## config.mk

```make
export PLATFORM = sky130hd
export DESIGN_NAME = camera_scroll_ctrl_flat
export DESIGN_NICKNAME = d
export VERILOG_FILES = /design/src/rtl/camera_pkg.sv /design/src/rtl/camera_scroll_ctrl_if.sv /design/src/rtl/level_divider.sv /design/src/rtl/camera_scroll_ctrl.sv /design/src/flat_wrapper.sv
export SDC_FILE = /design/constraint.sdc
export NUM_CORES = 1
export LEC_CHECK = 0
export ABC_AREA = 1
export CAP_MARGIN = 10
export CORE_AREA = 5 5 77 79
export DETAILED_ROUTE_END_ITERATION = 10
export DIE_AREA = 0 0 82 84
export PLACE_DENSITY_LB_ADDON = 0.12
export SLEW_MARGIN = 20
export SYNTH_ARGS = -nofsm -noshare
export SYNTH_HDL_FRONTEND = slang
export SYNTH_SLANG_ARGS = --single-unit
```

## constraint.sdc

```tcl
create_clock -name sys_clk -period 4.9 [get_ports sys_clk]
set_input_delay 0.98 -clock sys_clk [delete_from_list [all_inputs] [get_ports sys_clk]]
set_output_delay 0.98 -clock sys_clk [all_outputs]
set_load 0.03 [all_outputs]
```

## src/rtl/camera_pkg.sv

```systemverilog
// Shared camera constants, FSM encoding and level clamp for the scroll controller.
// Pure declarations; no timing or flow control.
package camera_pkg;
  localparam int PHY_WIDTH     = 16;
  localparam int SCREEN_H      = 480;
  localparam int CHAR_HEIGHT   = 32;
  localparam int LEVEL_WIDTH   = 5;
  localparam int MAX_LEVEL     = 31;
  localparam int STABLE_FRAMES = 2;
  localparam int SAMPLE_W      = PHY_WIDTH + 1;
  localparam int CNT_W         = 4;

  typedef enum logic [1:0] {
    IDLE   = 2'd0,
    CALC   = 2'd1,
    DECIDE = 2'd2
  } state_t;

  typedef logic [LEVEL_WIDTH-1:0] level_t;

  function automatic level_t clamp_level(input level_t lvl);
    if (int'(lvl) > MAX_LEVEL) return level_t'(MAX_LEVEL);
    return lvl;
  endfunction
endpackage

```

## src/rtl/camera_scroll_ctrl_if.sv

```systemverilog
// Bundle between physics/VGA timing (master) and the scroll controller (slave).
// Carries pulses and levels only; no handshake, receiver must always accept.
interface camera_scroll_ctrl_if;
  import camera_pkg::*;
  logic                 frame_start;
  logic [PHY_WIDTH-1:0] char_abs_y;
  logic                 force_valid;
  level_t               force_level;
  level_t               camera_y;
  logic                 camera_update;
  logic                 busy;

  modport master (output frame_start, char_abs_y, force_valid, force_level,
                  input  camera_y, camera_update, busy);
  modport slave  (input  frame_start, char_abs_y, force_valid, force_level,
                  output camera_y, camera_update, busy);
endinterface

```

## src/rtl/level_divider.sv

```systemverilog
// Serial repeated-subtraction divide by SCREEN_H, quotient clamped to MAX_LEVEL.
// One subtraction per cycle, done after quotient+1 cycles; start always reloads.
module level_divider
  import camera_pkg::*;
(
  input  logic                clk,
  input  logic                rst,
  input  logic                start,
  input  logic [SAMPLE_W-1:0] dividend,
  output logic                done,
  output level_t              quotient
);
  logic [SAMPLE_W-1:0] rem_q;
  logic                step;

  assign step = (rem_q >= SAMPLE_W'(SCREEN_H)) && (quotient < level_t'(MAX_LEVEL));
  assign done = !step;

  always_ff @(posedge clk or posedge rst) begin
    if (rst) begin
      rem_q    <= '0;
      quotient <= '0;
    end else if (start) begin
      rem_q    <= dividend;
      quotient <= '0;
    end else if (step) begin
      rem_q    <= rem_q - SAMPLE_W'(SCREEN_H);
      quotient <= quotient + level_t'(1);
    end
  end
endmodule

```

## src/rtl/camera_scroll_ctrl.sv

```systemverilog
// Derives the camera level from character Y, debounces it and commits on frame_start.
// Level ready quotient+2 cycles after frame_start; camera_y moves only on frame_start.
// No backpressure: frame_start/force_valid pulses are always accepted and retrigger.
module camera_scroll_ctrl
  import camera_pkg::*;
(
  input  logic                sys_clk,
  input  logic                sys_rst_n,
  camera_scroll_ctrl_if.slave bus
);
  state_t              state_q, state_d;
  level_t              cand_q, force_lvl_q, camera_y_q, next_cam, force_clamped, q;
  logic [CNT_W-1:0]    stable_cnt_q, cnt_next;
  logic                commit_pending_q, force_pending_q, camera_update_q, div_done;
  logic                decide_en;
  logic [SAMPLE_W-1:0] sample;

  assign sample = SAMPLE_W'(bus.char_abs_y) + SAMPLE_W'(CHAR_HEIGHT / 2);

  level_divider u_div (
    .clk      (sys_clk),
    .rst      (sys_rst_n),
    .start    (bus.frame_start),
    .dividend (sample),
    .done     (div_done),
    .quotient (q)
  );

  always_ff @(posedge sys_clk or posedge sys_rst_n) begin
    if (sys_rst_n) state_q <= IDLE;
    else           state_q <= state_d;
  end

  always_comb begin
    state_d = state_q;
    case (state_q)
      IDLE:    state_d = IDLE;
      CALC:    if (div_done) state_d = DECIDE;
      DECIDE:  state_d = IDLE;
      default: state_d = IDLE;
    endcase
    if (bus.frame_start) state_d = CALC;
  end

  always_comb begin
    force_clamped = clamp_level(bus.force_level);
    if (bus.force_valid)       next_cam = force_clamped;
    else if (force_pending_q)  next_cam = force_lvl_q;
    else if (commit_pending_q) next_cam = cand_q;
    else                       next_cam = camera_y_q;

    if (q != cand_q)                                    cnt_next = CNT_W'(1);
    else if (stable_cnt_q >= CNT_W'(STABLE_FRAMES))     cnt_next = CNT_W'(STABLE_FRAMES);
    else                                                cnt_next = stable_cnt_q + CNT_W'(1);

    // A pending force freezes the debounce until it has been committed.
    decide_en = (state_q == DECIDE) && !bus.frame_start && !bus.force_valid && !force_pending_q;
  end

  always_ff @(posedge sys_clk or posedge sys_rst_n) begin
    if (sys_rst_n) begin
      camera_y_q       <= '0;
      camera_update_q  <= 1'b0;
      cand_q           <= '0;
      stable_cnt_q     <= '0;
      commit_pending_q <= 1'b0;
      force_pending_q  <= 1'b0;
      force_lvl_q      <= '0;
    end else begin
      camera_update_q <= 1'b0;
      if (bus.frame_start) begin
        camera_y_q       <= next_cam;
        camera_update_q  <= (next_cam != camera_y_q);
        commit_pending_q <= 1'b0;
        force_pending_q  <= 1'b0;
        if (bus.force_valid) begin
          force_lvl_q  <= force_clamped;
          stable_cnt_q <= '0;
        end
      end else if (bus.force_valid) begin
        force_lvl_q     <= force_clamped;
        force_pending_q <= 1'b1;
        stable_cnt_q    <= '0;
      end else if (decide_en) begin
        if (q == camera_y_q) begin
          stable_cnt_q     <= '0;
          commit_pending_q <= 1'b0;
        end else begin
          cand_q           <= q;
          stable_cnt_q     <= cnt_next;
          commit_pending_q <= (cnt_next >= CNT_W'(STABLE_FRAMES));
        end
      end
    end
  end

  assign bus.camera_y      = camera_y_q;
  assign bus.camera_update = camera_update_q;
  assign bus.busy          = (state_q != IDLE);
endmodule

```

## src/flat_wrapper.sv

```systemverilog
// flat-port wrapper written by rule: the top's interface ports become plain ports
module camera_scroll_ctrl_flat import camera_pkg::*;
  (sys_clk, sys_rst_n, bus_frame_start, bus_char_abs_y, bus_force_valid, bus_force_level, bus_camera_y, bus_camera_update, bus_busy);
  camera_scroll_ctrl_if bus_i ();
  input  logic sys_clk;
  input  logic sys_rst_n;
  input wire logic [$bits(bus_i.frame_start)-1:0] bus_frame_start;
  input wire logic [$bits(bus_i.char_abs_y)-1:0] bus_char_abs_y;
  input wire logic [$bits(bus_i.force_valid)-1:0] bus_force_valid;
  input wire logic [$bits(bus_i.force_level)-1:0] bus_force_level;
  output wire logic [$bits(bus_i.camera_y)-1:0] bus_camera_y;
  output wire logic [$bits(bus_i.camera_update)-1:0] bus_camera_update;
  output wire logic [$bits(bus_i.busy)-1:0] bus_busy;
  assign bus_i.frame_start = bus_frame_start;
  assign bus_i.char_abs_y = bus_char_abs_y;
  assign bus_i.force_valid = bus_force_valid;
  assign bus_i.force_level = bus_force_level;
  assign bus_camera_y = bus_i.camera_y;
  assign bus_camera_update = bus_i.camera_update;
  assign bus_busy = bus_i.busy;
  camera_scroll_ctrl u_core (.sys_clk(sys_clk), .sys_rst_n(sys_rst_n), .bus(bus_i));
endmodule
```

==> qor.csv <==
metric,value,unit
FP Rows,27,
DRT Pass-1 Iters,4,
layout cell share with drive strength beyond 1,4.68,%
initial DRC count,126,
adder-cell share of the synthesized area,2.11,%
footprint of the multi-input gates,1570,µm²
CP Class,reg -> out,
mean post-synth cell area,6.71,µm²
Setup TNS,0,ps
Required @ worst endpoint,3920,ps
Final period util,50.5,%
Pleak,1.78,nW
Max H-tree Level,2,
"flops & latches, synth",46,
GP Congestion,0.879,
die area,6890,µm²
Post-CTS Hold Fix Bufs,0,
CP Capture Type,output pin,
Post-Syn Area,2970,µm²
Hold WS,475,ps
Total GRT Usage,20.9,%
initial core utilization,56.4,%
Routed Antenna Nets,0,
actual slew at the worst max-slew pin,794,ps
clk_skew,2.39,ps
Core ar.,5270,µm²
crit path DAT,1500,ps
Post-Syn Nets,473,
Worst IR Drop VDD,0.122,mV
Final HPWL DP,4910,µm
CP top delay family,buffers and inverters,
total gr overflow,0,
IO Port Bufs,31,
average vias per placed instance,5.17,
largest net degree at the start of global routing,47,
final instance area,3400,µm²
post-synthesis compound-gate area fraction,6.32,%
worst skew pair latency,290,ps
Netlist cell types,29,
vias,2801,
status,"complete, no violations",
Yosys warnings,0,
initial antenna violation count,0,
RSZ-0062 raised after global routing,no,
f_max,404,MHz
Setup crit start kind,flop,
register area,1150,µm²
Max Cap Violations,0,
Filler cells,529,
register area share after synthesis,38.7,%
first-pass GRT wire length,11400,µm
clk slew on worst S/H paths,80,ps
Die W,82,µm
placed inst area,3320,µm²
drt drc,0,
Total Power,0.888,mW
"Hold Vio Cnt, Final",0,
I/O Pins,32,
wire per inst,12.2,µm
cell area power density,261,nW/µm²
Syn-to-layout area delta,14.4,%
Hold Path Class,reg -> reg,
CP max FO,6,
clock buffer depth,2,
Setup Viol. Count Final,0,
main combinational cell family by area after synthesis,simple AND/OR/NAND/NOR gates,
worst path buffer plus inverter count,1,
n_diodes,0,
die height,84,µm
slew margin rel.,47.0,%
synthesized instance count,443,
CTS Sinks,46,
count of pins over their slew limit,0,
simple-gate area share of the yosys netlist,41.1,%
crit path max-delay cell type,clkdlybuf4s50_1,
multiplexer share of the synthesized area,0,%
CTS tree,yes,
Nets,500,
CP Cell Sequence,clkdlybuf4s50_1,
Synth Area in XOR/XNOR,3.24,%
TritonCTS buffer count,5,
Routed WL,6630,µm
root buf cell,clkbuf_8,
vias in the first global route,2655,
Period minus WS final,2480,ps
postcts setup bufs,0,
CTS resizes,0,
CP max stage delay,730,ps
==> cell families after synthesis <==
family / after synthesis
XOR/XNOR: 11
flip-flops: 46
buffers and inverters: 63
adder cells (fa/ha/maj): 5
AO/OA/AOI/OAI: 34
AND/OR/NAND/NOR: 284
==> synthesized netlist by cell type (all sizes together) <==
cell type	count	share of area, %
o22ai	1	0.21
o2bb2ai	1	0.29
nand4	8	1.9
nor3	1	0.17
nand2	172	22
nand3	56	9.4
buf	6	1.3
a31o	1	0.29
ha	5	2.1
nor3b	2	0.51
o211ai	1	0.25
o21ai	24	4.2
a21oi	5	0.84
dfrtp	46	39
and3	1	0.21
xnor2	7	2.1
nor2	44	6.4
clkbuf	7	0.88
xor2	4	1.2
o21bai	1	0.25
inv	50	6.3
==> registers in the layout (all words and copies together), names as in the netlist <==
| name | cells |
|---|---|
| u_core.state_q | 2 |
| u_core.force_pending_q | 1 |
| u_core.u_div.rem_q | 17 |
| u_core.cand_q | 5 |
| u_core.bus.camera_y | 5 |
| u_core.stable_cnt_q | 4 |
| u_core.bus.camera_update | 1 |
| u_core.force_lvl_q | 5 |
| u_core.commit_pending_q | 1 |
| u_core.u_div.quotient | 5 |
==> path summary, 6_finish.rpt <==
path,depth (start not counted),slack (ps),startpoint,end
max in group asynchronous,2,3300,sys_rst_n,u_core.bus.camera_y[2]
hold reg to reg,2,480,u_core.force_lvl_q[0],u_core.force_lvl_q[0]
setup reg to reg,11,2950,u_core.u_div.rem_q[5],u_core.u_div.rem_q[10]
min in group asynchronous,2,1130,sys_rst_n,u_core.bus.camera_y[0]
hold / removal,2,480,u_core.force_lvl_q[0],u_core.force_lvl_q[0]
setup / recovery,1,2420,u_core.bus.camera_y[2],bus_camera_y[2]
==> per-stage QoR <==
step / instances / utilization, % / setup slack (ps)
finish: 542 / 64.5 / 2420
detailed placement: 535 / 63.0 / 2230
global placement: 535 / 63.0 / 2270
floorplan: 443 / - / 2830
CTS: 542 / 64.5 / 2410
global route: 542 / 64.5 / 2360
==> final cells by class <==
type	count	area share [%]
multi-input combinational	334	46.1
sequential	46	33.9
timing repair buffer	33	9.57
inverter	50	5.56
tap	72	2.65
clock buffer	7	2.25
==> report_power, final <==
group / total [mW] / switching (mW) / internal (mW) / leakage [nW]
Combinational: 0.221 / 0.131 / 0.0894 / 1.16
Clock: 0.217 / 0.118 / 0.0984 / 0.0383
Sequential: 0.450 / 0.0386 / 0.412 / 0.579
==> cells in the final DEF (no fill, tap or decap) <==
master / n
xor2_1: 4
a31o_2: 1
nand4_2: 1
o22ai_1: 1
nor2_4: 2
o21bai_1: 1
inv_1: 49
o21ai_0: 23
o21ai_2: 1
buf_4: 2
nor2_2: 4
nand2_1: 167
a21oi_1: 5
clkbuf_1: 2
nand4_1: 7
clkdlybuf4s50_1: 31
o2bb2ai_1: 1
xnor2_1: 7
clkinv_2: 1
ha_1: 5
clkbuf_8: 5
nand3_1: 56
and3_1: 1
nand2_2: 3
nor2_1: 38
nor3_1: 1
o211ai_1: 1
nand2_4: 2
nor3b_1: 2
dfrtp_1: 46
==> routing by layer <==
layer | wire length [µm] | GRT usage (%) | up-vias
li1 | - | - | 1455
met1 | 2870 | 24.6 | 1269
met2 | 3290 | 36.5 | 64
met3 | 339 | 3.89 | 13
met4 | 128 | 8.01 | 0
met5 | 0 | 0 | -
No activity file was read; power rests on OpenSTA's default activity.
==> patch (same settings) <==
The package constant `CNT_W` goes from 4 to 6.
--- a/src/rtl/camera_pkg.sv
+++ b/src/rtl/camera_pkg.sv
@@ -8,7 +8,7 @@
   localparam int MAX_LEVEL     = 31;
   localparam int STABLE_FRAMES = 2;
   localparam int SAMPLE_W      = PHY_WIDTH + 1;
-  localparam int CNT_W         = 4;
+  localparam int CNT_W         = 6;
 
   typedef enum logic [1:0] {
     IDLE   = 2'd0,
Function: same outputs for any inputs over 10 cycles, from zero or initial values and one cycle with sys_rst_n high; that may be too few to reach the edited logic, so the function may still have changed.
==> patch against the original RTL <==
Synthesized area rose by 1.5%; worst setup slack got worse by 2.8 ps; total power rose by 9.1%; wire length down 0.45%; maximum frequency down 0.11%; final cell count fell by 0.74%; sequential cell count is 2 higher; non-clock buffer count did not move; synthesized cell count shrank 0.45%; design area is 1.8% higher.
==> patch: results <==
[run_status]
status = "finished clean"

[layout]
buf_share = 0.0940
drive_gt1_frac = 0.0515
layoutNonFillerInstCount = 538
inverters = 46
clk_share = 0.0286
multi_input_area_share = 0.454
final.fill_count = 484
fin_area_um2 = 3460
clockBufferCount = 5
nNetsFinal = 497

[placed_design]
dpl.cell_count = 532
place_ws_ps = 2170
postPlaceCellArea_um2 = 3360
dpl.hpwl_um = 4770
place.gp.congestion = 0.922

[timing]
fin_hold_ws_ps = 473
fin_skew_ps = 5.53
worst_slew_pin_slew_ps = 819

[detailed_routing]
route.vias.total = 2827
first_pass_iters = 4
drt_iter0_markers = 100
routedWlPerCell_um = 12.3

[logic_synthesis]
postSynthCellCount = 441
syn-num-nets = 471
synth.ff_latch_count = 48
ys_seq_area_frac = 0.398
synthAdderAreaFrac = 0.0207
ys_top_cells_by_count = "nand2_1, nand3_1, dfrtp_1"
synthXorXnorAreaFrac = 0.0232
netlist_top_cells_area = "dfrtp_1, nand2_1, nand3_1, inv_1, nor2_1"
synth.distinct_cells = 32

[critical_path]
crit_start = "u_core.bus.camera_y[4]$_DFFE_PP0P_"
timing.rr.start = "u_core.u_div.rem_q[5]$_DFFE_PP0N_"
endpoint = "bus_camera_y[4]"
rrSetupSlack_ps = 3000
r2r_end = "u_core.u_div.rem_q[13]$_DFFE_PP0N_"

[grt]
grt_pass1_vias = 2581
grt_pass1_wl_um = 11400

[pwr]
vdd_drop_max_v = 0.000151
leakage_nw = 1.76
[patch: changes by cell type after synthesis, moves of 3 or more]
cell     unedited run  this run
nor2_1             38        34
xnor2_1             7         4
nand3_1            56        53
o21ai_1             0         6
nand4_1             7        10
inv_1              50        43
[patch: metal layers]
metal  routed length [um]  global-route usage  share of wire  vias to the layer above
li1                     -                   -              -                     1452
met1                 2820               0.258           0.43                     1308
met2                 3360               0.362           0.51                       55
met3                  275              0.0302          0.042                       12
met4                  139              0.0634          0.021                        0
met5                    0                   0              0                        -
[patch: power by group]
part,leakage (nW),switching [W],internal [W]
Combinational,1.09,0.000135,0.0000918
Sequential,0.612,0.0000386,0.000429
Clock,0.0501,0.000128,0.000147
Total,1.76,0.000301,0.000667
[patch: cells by family (layout without fill, tap and decap cells)]
group | Yosys count | after routing
AO/OA/AOI/OAI | 39 | 39
XOR/XNOR | 8 | 8
adder cells (fa/ha/maj) | 5 | 5
buffers and inverters | 60 | 85
flip-flops | 48 | 48
AND/OR/NAND/NOR | 281 | 281
